===== src/rtl/stopwatch_pkg.sv =====
// Shared definitions for the stopwatch display path.
// Latency: n/a (types, constants and a pure combinational helper).
// Backpressure: n/a.
package stopwatch_pkg;

   // Status encodings driven by stopwatch_top; 2'b11 is handled like idle.
   localparam logic [1:0] ST_IDLE  = 2'b00;
   localparam logic [1:0] ST_RUN   = 2'b01;
   localparam logic [1:0] ST_PAUSE = 2'b10;

   // Largest value each field can show on two digits.
   localparam int MAX_MIN = 99;
   localparam int MAX_SEC = 59;

   localparam int NUM_DIGITS = 4;

   // Sequential binary-to-BCD converter states.
   typedef enum logic [1:0] {
      CV_IDLE = 2'd0,
      CV_CONV = 2'd1,
      CV_DONE = 2'd2
   } conv_state_t;

   // Active-low {g,f,e,d,c,b,a} pattern for one BCD digit; blank for non-BCD.
   function automatic logic [6:0] seg7(input logic [3:0] d);
      logic [6:0] s;
      case (d)
         4'd0:    s = 7'h40;
         4'd1:    s = 7'h79;
         4'd2:    s = 7'h24;
         4'd3:    s = 7'h30;
         4'd4:    s = 7'h19;
         4'd5:    s = 7'h12;
         4'd6:    s = 7'h02;
         4'd7:    s = 7'h78;
         4'd8:    s = 7'h00;
         4'd9:    s = 7'h10;
         default: s = 7'h7F;
      endcase
      return s;
   endfunction

endpackage


===== src/rtl/stopwatch_seg_display_bin2bcd_seq.sv =====
// Two parallel 7-bit binary to 2-digit BCD converters sharing one double-dabble FSM.
// Latency: start accepted in IDLE, 7 CONV cycles, results valid while done is high (1 cycle).
// Backpressure: start is ignored while busy; caller must hold off until busy drops.
//
// Ports: clk, rst_n (async active-low); start with bin_a/bin_b operands;
//        busy (CONV or DONE), done (1-cycle, results valid); bcd_a/bcd_b {tens, ones}.
module bin2bcd_seq
   import stopwatch_pkg::*;
(
   input  logic       clk,
   input  logic       rst_n,
   input  logic       start,
   input  logic [6:0] bin_a,
   input  logic [6:0] bin_b,
   output logic       busy,
   output logic       done,
   output logic [7:0] bcd_a,
   output logic [7:0] bcd_b
);

   conv_state_t state;
   conv_state_t state_nxt;

   // Shift registers laid out as {tens, ones, binary}; BCD grows in from the right.
   logic [14:0] sr_a;
   logic [14:0] sr_b;
   logic [2:0]  step;

   // One double-dabble iteration: correct nibbles that would exceed 9 after
   // doubling, then shift one binary bit into the BCD field.
   function automatic logic [14:0] dd_step(input logic [14:0] v);
      logic [14:0] t;
      t = v;
      if (t[14:11] >= 4'd5) t[14:11] = t[14:11] + 4'd3;
      if (t[10:7]  >= 4'd5) t[10:7]  = t[10:7]  + 4'd3;
      return {t[13:0], 1'b0};
   endfunction

   always_ff @(posedge clk or negedge rst_n) begin
      if (!rst_n) state <= CV_IDLE;
      else        state <= state_nxt;
   end

   always_comb begin
      state_nxt = state;
      case (state)
         CV_IDLE: if (start) state_nxt = CV_CONV;
         CV_CONV: if (step == 3'd6) state_nxt = CV_DONE;
         CV_DONE: state_nxt = CV_IDLE;
         default: state_nxt = CV_IDLE;
      endcase
   end

   always_ff @(posedge clk or negedge rst_n) begin
      if (!rst_n) begin
         sr_a <= '0;
         sr_b <= '0;
         step <= '0;
      end else begin
         case (state)
            CV_IDLE: begin
               if (start) begin
                  sr_a <= {8'd0, bin_a};
                  sr_b <= {8'd0, bin_b};
               end
               step <= '0;
            end
            CV_CONV: begin
               sr_a <= dd_step(sr_a);
               sr_b <= dd_step(sr_b);
               step <= step + 3'd1;
            end
            default: ;
         endcase
      end
   end

   assign busy  = (state != CV_IDLE);
   assign done  = (state == CV_DONE);
   assign bcd_a = sr_a[14:7];
   assign bcd_b = sr_b[14:7];

endmodule


===== src/rtl/stopwatch_seg_display.sv =====
// Drives a 4-digit multiplexed common-anode 7-segment display as MM.SS from stopwatch_top.
// Latency: input change to digits 9 cycles (17 worst case); an/seg/dp follow scan index by 1 cycle.
// Backpressure: none; inputs are sampled continuously, changes mid-conversion are picked up afterwards.
//
// Ports: clk, rst_n (async active-low); minutes[7:0], seconds[5:0], status[1:0] from stopwatch_top;
//        an[3:0] active-low digit enables (an[0] rightmost), seg[6:0] active-low {g..a},
//        dp active-low decimal point, digits[15:0] registered BCD {mt, mo, st, so}.
module stopwatch_seg_display
   import stopwatch_pkg::*;
#(
   parameter int REFRESH_DIV = 1000,
   parameter int BLINK_SCANS = 64
) (
   input  logic                  clk,
   input  logic                  rst_n,
   input  logic [7:0]            minutes,
   input  logic [5:0]            seconds,
   input  logic [1:0]            status,
   output logic [NUM_DIGITS-1:0] an,
   output logic [6:0]            seg,
   output logic                  dp,
   output logic [15:0]           digits
);

   localparam int RW = (REFRESH_DIV > 1) ? $clog2(REFRESH_DIV) : 1;
   localparam int BW = (BLINK_SCANS > 1) ? $clog2(BLINK_SCANS) : 1;

   // ---------------- clamp and change detection ----------------
   logic [6:0] min_clamp;
   logic [6:0] sec_clamp;
   logic [6:0] snap_min;
   logic [6:0] snap_sec;
   logic       pending;
   logic       conv_start;
   logic       conv_busy;
   logic       conv_done;
   logic [7:0] bcd_min;
   logic [7:0] bcd_sec;

   assign min_clamp = (minutes > 8'(MAX_MIN)) ? 7'(MAX_MIN) : minutes[6:0];
   assign sec_clamp = (seconds > 6'(MAX_SEC)) ? 7'(MAX_SEC) : {1'b0, seconds};

   // pending forces one conversion after reset even if inputs equal the zero snapshot.
   assign conv_start = !conv_busy &&
                       (pending || (min_clamp != snap_min) || (sec_clamp != snap_sec));

   always_ff @(posedge clk or negedge rst_n) begin
      if (!rst_n) begin
         pending  <= 1'b1;
         snap_min <= '0;
         snap_sec <= '0;
      end else if (conv_start) begin
         pending  <= 1'b0;
         snap_min <= min_clamp;
         snap_sec <= sec_clamp;
      end
   end

   bin2bcd_seq u_bin2bcd (
      .clk   (clk),
      .rst_n (rst_n),
      .start (conv_start),
      .bin_a (min_clamp),
      .bin_b (sec_clamp),
      .busy  (conv_busy),
      .done  (conv_done),
      .bcd_a (bcd_min),
      .bcd_b (bcd_sec)
   );

   always_ff @(posedge clk or negedge rst_n) begin
      if (!rst_n)         digits <= '0;
      else if (conv_done) digits <= {bcd_min, bcd_sec};
   end

   // ---------------- digit scan ----------------
   logic [RW-1:0] ref_cnt;
   logic [1:0]    scan_idx;
   logic          ref_tc;
   logic          scan_wrap;

   assign ref_tc    = (ref_cnt == RW'(REFRESH_DIV - 1));
   assign scan_wrap = ref_tc && (scan_idx == 2'd3);

   always_ff @(posedge clk or negedge rst_n) begin
      if (!rst_n) begin
         ref_cnt  <= '0;
         scan_idx <= '0;
      end else if (ref_tc) begin
         ref_cnt  <= '0;
         scan_idx <= scan_idx + 2'd1;
      end else begin
         ref_cnt  <= ref_cnt + RW'(1);
      end
   end

   // ---------------- pause blink ----------------
   logic          paused;
   logic [BW-1:0] blink_cnt;
   logic          blink_on;

   assign paused = (status == ST_PAUSE);

   // Held in the on phase outside PAUSED so every pause starts visible.
   always_ff @(posedge clk or negedge rst_n) begin
      if (!rst_n) begin
         blink_cnt <= '0;
         blink_on  <= 1'b1;
      end else if (!paused) begin
         blink_cnt <= '0;
         blink_on  <= 1'b1;
      end else if (scan_wrap) begin
         if (blink_cnt == BW'(BLINK_SCANS - 1)) begin
            blink_cnt <= '0;
            blink_on  <= !blink_on;
         end else begin
            blink_cnt <= blink_cnt + BW'(1);
         end
      end
   end

   // ---------------- output registers ----------------
   logic [3:0] cur_nib;

   always_comb begin
      cur_nib = digits[3:0];
      case (scan_idx)
         2'd0: cur_nib = digits[3:0];
         2'd1: cur_nib = digits[7:4];
         2'd2: cur_nib = digits[11:8];
         2'd3: cur_nib = digits[15:12];
         default: ;
      endcase
   end

   always_ff @(posedge clk or negedge rst_n) begin
      if (!rst_n) begin
         an  <= '1;
         seg <= 7'h7F;
         dp  <= 1'b1;
      end else begin
         an  <= (paused && !blink_on) ? '1 : ~(NUM_DIGITS'(1) << scan_idx);
         seg <= seg7(cur_nib);
         // Decimal point sits after the minutes-ones digit and only lights while running.
         dp  <= !((scan_idx == 2'd2) && (status == ST_RUN));
      end
   end

endmodule


===== config.mk =====
export PLATFORM = sky130hd
export DESIGN_NAME = stopwatch_seg_display
export DESIGN_NICKNAME = d
export VERILOG_FILES = /design/src/rtl/stopwatch_pkg.sv /design/src/rtl/stopwatch_seg_display_bin2bcd_seq.sv /design/src/rtl/stopwatch_seg_display.sv
export SDC_FILE = /design/constraint.sdc
export NUM_CORES = 1
export LEC_CHECK = 0
export ABC_AREA = 1
export ABC_CLOCK_PERIOD_IN_PS = 2100
export CORE_AREA = 2 2 107 119
export DETAILED_ROUTE_END_ITERATION = 12
export DIE_AREA = 0 0 109 121
export GPL_TIMING_DRIVEN = 0
export HOLD_SLACK_MARGIN = 0.08
export PLACE_DENSITY = 0.71
export SYNTH_ARGS = -nofsm -noshare
export SYNTH_HDL_FRONTEND = slang
export SYNTH_HIERARCHICAL = 1
export SYNTH_SLANG_ARGS = --single-unit

===== constraint.sdc =====
create_clock -name clk -period 2.1 [get_ports clk]
set_input_delay 0.525 -clock clk [delete_from_list [all_inputs] [get_ports clk]]
set_output_delay 0.525 -clock clk [all_outputs]
set_load 0.005 [all_outputs]

==> Word-level counts from Yosys, hierarchy flattened <==
Memory sizes are Yosys's and may differ from the RTL's. A register that Yosys moved wholly into a read port is not among the register bits.
Cells that the tools add are included.
{ "word_totals": {"output_inout_bits": 28, "latch_bits": 0, "word_cells": 87, "register_bits": 90, "rom_bits": 112, "input_bits": 18, "n_memories": 1, "mem_bits_rw": 0} }
{ "op_classes": {"addsub": 8, "mux": 23, "eq_ne": 16, "reduce_logical": 17, "n_div": 0, "magnitude_cmp": 6, "n_shift": 1, "mul": 0, "n_bitwise": 1} }
{ "mem_list": {"columns": ["name", "words", "width", "read_ports", "rd_ports_with_merged_regs", "wr", "line", "rtl"], "rows": [
  ["(name not given)", 16, 7, 1, 1, 0, "stopwatch_pkg.sv:27", "case (d)"]
]} }
{ "op_table": {"columns": ["op", "count"], "rows": [
  ["one-hot mux 15 bit (2 select lines)", 2],
  ["2-to-1 mux 15 bit", 2],
  ["2-to-1 mux 6 bit", 4],
  ["greater-or-equal comparator 4 x 3 -> 1 bit (second input constant)", 4],
  ["one-hot mux 4 bit (4 select lines)", 1],
  ["2-to-1 mux 4 bit", 3],
  ["adder 10 x 1 -> 10 bit (second input constant)", 1],
  ["== test 10 bit (second input constant)", 1],
  ["2-to-1 mux 10 bit", 1],
  ["adder 4 x 2 -> 4 bit (second input constant)", 2],
  ["== test 2 bit (second input constant)", 4],
  ["> comparator 8 x 7 -> 1 bit (second input constant)", 1],
  ["2-to-1 mux 7 bit", 1],
  ["inequality test 6 x 7 -> 1 bit", 1],
  ["inequality test 7 bit", 1],
  ["adder 3 x 2 -> 3 bit (second input constant)", 2],
  ["adder 6 x 1 -> 6 bit (second input constant)", 1],
  ["== test 2 x 1 -> 1 bit (second input constant)", 3],
  ["== test 6 bit (second input constant)", 1],
  ["> comparator 6 bit (second input constant)", 1],
  ["2-to-1 mux 3 bit", 2],
  ["one-hot mux 3 bit (2 select lines)", 1],
  ["AND reduction 2 bit", 3],
  ["logical AND 1 bit", 4],
  ["14 further kinds", 25]
]} }

==> Depth between registers and ports, before layout <==
{ "depth": {"depth_word": 8, "mapped_depth": 18, "ltp_nobuf": 17} }

==> Cells and area by module <==
Netlist, hierarchy kept.
{ "by_module_without_submodules": {"columns": ["module", "cells_per_inst", "area_each_um2", "n_inst"], "rows": [
  ["stopwatch_seg_display", 391, 3288.2, 1],
  ["bin2bcd_seq", 244, 2008.2, 1]
]} }

==> Worst setup path after synthesis <==
OpenSTA, ideal clock, no wires.
{ "synth_path": {"path_type": "input-to-reg", "from": "input port minutes[2]", "to": "register u_bin2bcd.sr_a[11]", "path_slack_ns": -0.018, "required_time_ns": 1.976, "arrival_ns": 1.995, "path_stages": 17, "cell_sequence": "nor2_2 > nand2_2 > nand2_8 > nand3_2 > inv_2 > nand2_1 > nand3_1 > nor2_4 > nand2_4 > nand2_4 > buf_12 > inv_1 > nand2_2 > nand2_2 > buf_6 > nor2_1 > o21bai_1"} }
{ "synth_between": {"elab_chain_len": 8} }
{ "synth_lines": {"columns": ["item", "line", "rtl"], "rows": [
  ["start, declared", "stopwatch_seg_display.sv:16", "input logic [7:0] minutes,"],
  ["> comparator 8 x 7 -> 1 bit", "stopwatch_seg_display.sv:40", "assign min_clamp = (minutes > 8'(MAX_MIN)) ? 7'(MAX_MIN) : minutes[6:0];"],
  ["2-to-1 mux 7 bit", "stopwatch_seg_display.sv:40", null],
  ["named net min_clamp[4]", "stopwatch_seg_display.sv:29", "logic [6:0] min_clamp;"],
  ["inequality test 7 bit", "stopwatch_seg_display.sv:45", "(pending || (min_clamp != snap_min) || (sec_clamp != snap_sec));"],
  ["logical OR 1 bit (2 in a row)", "stopwatch_seg_display.sv:45", null],
  ["logical AND 1 bit", "stopwatch_seg_display.sv:44", "assign conv_start = !conv_busy &&"],
  ["named net conv_start", "stopwatch_seg_display.sv:34", "logic conv_start;"],
  ["inequality test 2 bit (no source line)", null, null],
  ["AND reduction 2 bit (no source line)", null, null],
  ["end signal, assigned", "stopwatch_seg_display_bin2bcd_seq.sv:63", "sr_a <= {8'd0, bin_a};"],
  ["end signal, assigned", "stopwatch_seg_display_bin2bcd_seq.sv:69", "sr_a <= dd_step(sr_a);"],
  ["end, declared", "stopwatch_seg_display_bin2bcd_seq.sv:25", "logic [14:0] sr_a;"]
]} }
The timed path passes the listed nets, and every way through them passes these cells.
A chain may end at the register's enable or synchronous reset.

==> Worst setup path in the final report <==
{ "layout_path": {"from": "register scan_idx[0]", "to": "register seg[3]"} }
{ "layout_between": {"elab_chain_len": 2, "elab_cells_between_ends": 5, "cone_classes": "3 x eq/ne; 1 x mux; 1 x reduce/logical"} }
{ "layout_lines": {"columns": ["item", "line", "rtl"], "rows": [
  ["start, declared", "stopwatch_seg_display.sv:78", "logic [1:0] scan_idx;"],
  ["start signal, assigned", "stopwatch_seg_display.sv:91", "scan_idx <= scan_idx + 2'd1;"],
  ["== test 2 bit, or another cell as far along", "stopwatch_seg_display.sv:127", "case (scan_idx)"],
  ["one-hot mux 4 bit (4 select lines) *", "stopwatch_seg_display.sv:127", null],
  ["end, declared", "stopwatch_seg_display.sv:20", "output logic [6:0] seg,"]
]} }
Every way passes the cells marked *; elsewhere a longest branch is shown, timed or not.

==> flow_metrics.tcl <==
set metrics [dict create \
    max_cap_viol_count 0 \
    synthesis.area_per_instance_um2 8.34 \
    slew_headroom 0.508 \
    number_of_levels_in_the_clock_h_tree 3 \
    finalPower_mw 8.58 \
    yosys.area_share.xor_xnor 0.00661 \
    min-delay-path-class "in2async" \
    timing.fmax_mhz 491 \
    ys.warnings.count 6 \
    wl_met3_um 489 \
    r2r_slack_ns 0.06 \
    hold_buffers 0 \
    internal_power_mw 5.30 \
    synth_top_family_by_area "simple AND/OR/NAND/NOR gates" \
    layout_min_cycle_time_ns 2.04 \
    stdcell_area_mm2 0.00652 \
    cts_tree "yes" \
    antenna-diode-count 0 \
    synth_enable_flop_cells 0 \
    regToRegEndpoint "seg[3]" \
    design.final.nets 745 \
    detail-route-antenna-nets 0 \
    synth_area_leader_cell "sky130_fd_sc_hd__dfrtp_1" \
    worst_clock_skew_ns 0.00829 \
    detail_route.vias_per_cell 4.99 \
    maxSlewViolCount 0 \
    origin_of_the_worst_setup_path "scan_idx[0]" \
    start_util 0.444 \
    total_leakage_power_nw 3.24 \
    final_hold_viol_count 0 \
    detailedRoute.firstIterationViolations 256 \
    largest_net_degree_at_the_start_of_global_routing 51 \
    yosys.area_share.adder 0.0520 \
    gpl.final_weighted_congestion 0.891 \
    switching_share 0.383 \
    cts_sinks 96 \
    placedCellCount 835 \
    detail_route.wirelength.met1_um 4870 \
    die_area_mm2 0.0132 \
    first_global_vias 4215 \
    leading_post_synthesis_cells_by_cell_area "sky130_fd_sc_hd__dfrtp_1, sky130_fd_sc_hd__nand2_1, sky130_fd_sc_hd__dfstp_2, sky130_fd_sc_hd__inv_1, sky130_fd_sc_hd__ha_1" \
    gate_count_of_the_mapped_netlist 635 \
    fin_worst_hold_slack_ns 0.208 \
    placed_cell_area_mm2 0.00597 \
    clkLatencyLatePin_ns 0.34 \
    synth_top_flop_cell "sky130_fd_sc_hd__dfrtp_1" \
    synth_sequential_area_ratio 0.457 \
    crit_type "reg2reg" \
    synth.most_common_cell "sky130_fd_sc_hd__nand2_1" \
    core.rowCount 42 \
    route.final.wire_length_um 11100 \
    status "finished clean" \
    critical_path_required_ns 2.36 \
    quantity_of_i_o_buffers_inserted_on_ports 45 \
    timing.critical_path.from_type "flip-flop" \
    drt_first_pass_iters 4 \
    synth_top_cell_area_share 0.387 \
    total_switching_power_mw 3.28 \
    cts.clk_slew.worst_paths_ns 0.06 \
    setup_viol 0 \
    route.detailed.wl_per_inst_um 12.9 \
    topRoutingLayerUsed "met4" \
    drive_gt1_frac 0.241 \
    power.share.sequential 0.365 \
    dp.final_hpwl_um 8070 \
    crit_fanout 4 \
    synth_simple_gate_area_share 0.271 \
    setup.worst_path.end "seg[3]" \
    powerDensity_mw_per_mm2 1320 \
    placement.setup.worst_slack_ns -0.788 \
    antenna_violations_before_repair 0 \
    ir_drop_mv 0.632 \
    timing.reg2reg.worst_path_depth 11 \
    clk_root_buffer_cell "sky130_fd_sc_hd__clkbuf_16" \
    core-area_mm2 0.0119 \
    ys_async_sr_fraction 1.00 \
    layout.cells.non_filler 864 \
    setup_tns_final_ns 0 \
    globalRouteOverflowTotal 0 \
    clock_power_share 0.187 \
    area_fraction_in_compound_gates_after_synthesis 0.0820 \
    fp.dieW_um 109 \
    flow.area_growth_from_synthesis_pct 23.2 \
    worstPathArrival_ns 2.30 \
    post_synth_mux_area_share 0.0191 \
    synth_cell_types 40 \
    cts_buffer_depth 2 \
    postLayoutSetupSlackWorst_ns 0.0624 \
    filler_cell_count 1052 \
    synth.cell_area_mm2 0.00530 \
    die_h_um 121 \
    synth.top_cells.by_count "sky130_fd_sc_hd__nand2_1, sky130_fd_sc_hd__dfrtp_1, sky130_fd_sc_hd__inv_1" \
    tritoncts.num_buffers 9 \
    met2_wirelength_from_detailed_routing_um 5570 \
    worst-slew-pin-transition_ns 0.733 \
    final.period_utilization 0.970 \
    worstSetupEndpointType "flip-flop" \
    vias 4311 \
    grtUsageTotal 0.182 \
    drcViolationCount 0 \
    grt_pass1_wl_um 19300 \
    share_of_power_burned_in_combinational_logic 0.447 \
    mappedNetlistNets 675 \
    layout.core_utilization 0.547 \
    worstReg2RegStart "scan_idx[0]" \
    postSynthRegisterBits 96 \
    ios 46 \
]
==> worst min path at each step <==
stage	cells past startpoint	slack, ns	to	startpoint
floorplan	0	0.23	blink_cnt[0]	rst_n
global placement	2	0.44	pending	pending
detailed placement	2	0.44	pending	pending
CTS	1	0.23	u_bin2bcd/sr_b[12]	rst_n
global route	1	0.27	u_bin2bcd/sr_a[11]	rst_n
finish	1	0.21	u_bin2bcd/sr_b[12]	rst_n
==> layout make-up <==
| type | count | area, µm² | share of cell area |
|---|---|---|---|
| inverters | 92 | 359 | 0.0551 |
| multi-input cells | 416 | 2470 | 0.378 |
| flip-flops and latches | 96 | 2420 | 0.371 |
| clock inverters | 1 | 8.76 | 0.00134 |
| clock buffers | 15 | 288 | 0.0441 |
| repair inverters | 1 | 5.00 | 0.000767 |
| well taps | 154 | 193 | 0.0295 |
| plain buffers | 31 | 233 | 0.0357 |
| repair buffers | 58 | 549 | 0.0842 |
==> power by group through the flow <==
stage	Sequential, mW	Clock, mW	Combinational [mW]
floorplan	3.02	0	2.55
global placement	3.10	0	3.47
detailed placement	3.14	0	3.64
CTS	3.11	1.64	3.79
global route	3.23	1.72	4.35
finish	3.14	1.61	3.84
==> worst max-delay path, stage by stage, from the launching register on <==
cell and delay, ns:
sky130_fd_sc_hd__dfrtp_1 0.39, sky130_fd_sc_hd__buf_4 0.15, sky130_fd_sc_hd__ha_1 0.26, sky130_fd_sc_hd__inv_2 0.13, sky130_fd_sc_hd__o22ai_1 0.10, sky130_fd_sc_hd__o22ai_2 0.21, sky130_fd_sc_hd__inv_1 0.10, sky130_fd_sc_hd__ha_1 0.31
sky130_fd_sc_hd__nor2_1 0.14, sky130_fd_sc_hd__inv_1 0.07, sky130_fd_sc_hd__nand2_1 0.07, sky130_fd_sc_hd__nand2_1 0.05
==> per-layer routing <==
metal / vias up / GRT usage
met3: 18 / 0.0204
met4: 0 / 0.0785
met1: 2024 / 0.229
met2: 110 / 0.314
li1: 2159 / -
met5: - / 0
==> layout by cell type (no fill, tap or decap), drive strengths merged, types with 4 or more instances in the layout <==
master / Yosys / routed
inv: 91 / 90
a21oi: 26 / 26
nand4: 15 / 15
ha: 22 / 22
nor2: 40 / 40
clkbuf: 5 / 24
mux2: 9 / 9
clkdlybuf4s50: 0 / 34
nand2: 179 / 180
buf: 27 / 40
nand3: 53 / 53
xor2: 4 / 4
o22ai: 8 / 8
nor3: 6 / 6
clkinv: 1 / 4
dfrtp: 82 / 82
dfstp: 14 / 14
o21ai: 42 / 42
==> repair_timing <==
action / 4_1_cts / 5_1_grt
gates resized for setup: 26 / 48
hold endpoints to repair: 0 / 0
gates cloned: 2 / 1
setup buffers: 5 / 6
endpoints found under the setup margin: 35 / 38
pin swaps: 6 / 13
==> logic make-up (layout without fill, tap and decap cells) <==
family          Yosys count  after routing
compound gates           81             81
xor+xnor                  4              4
fa+ha+maj                22             22
buf+inv                 124            198
flops                    96             96
mux                       9              9
other cells               1              1
simple gates            298            299
==> state kept, by name, indices dropped and copies added, names as in the netlist, 4 cells and up <==
| signal | cells |
|---|---|
| an | 4 |
| blink_cnt | 6 |
| digits | 16 |
| ref_cnt | 10 |
| seg | 7 |
| snap_min | 7 |
| snap_sec | 6 |
| u_bin2bcd/sr_a | 15 |
| u_bin2bcd/sr_b | 15 |
(Power assumes the default switching activity.)
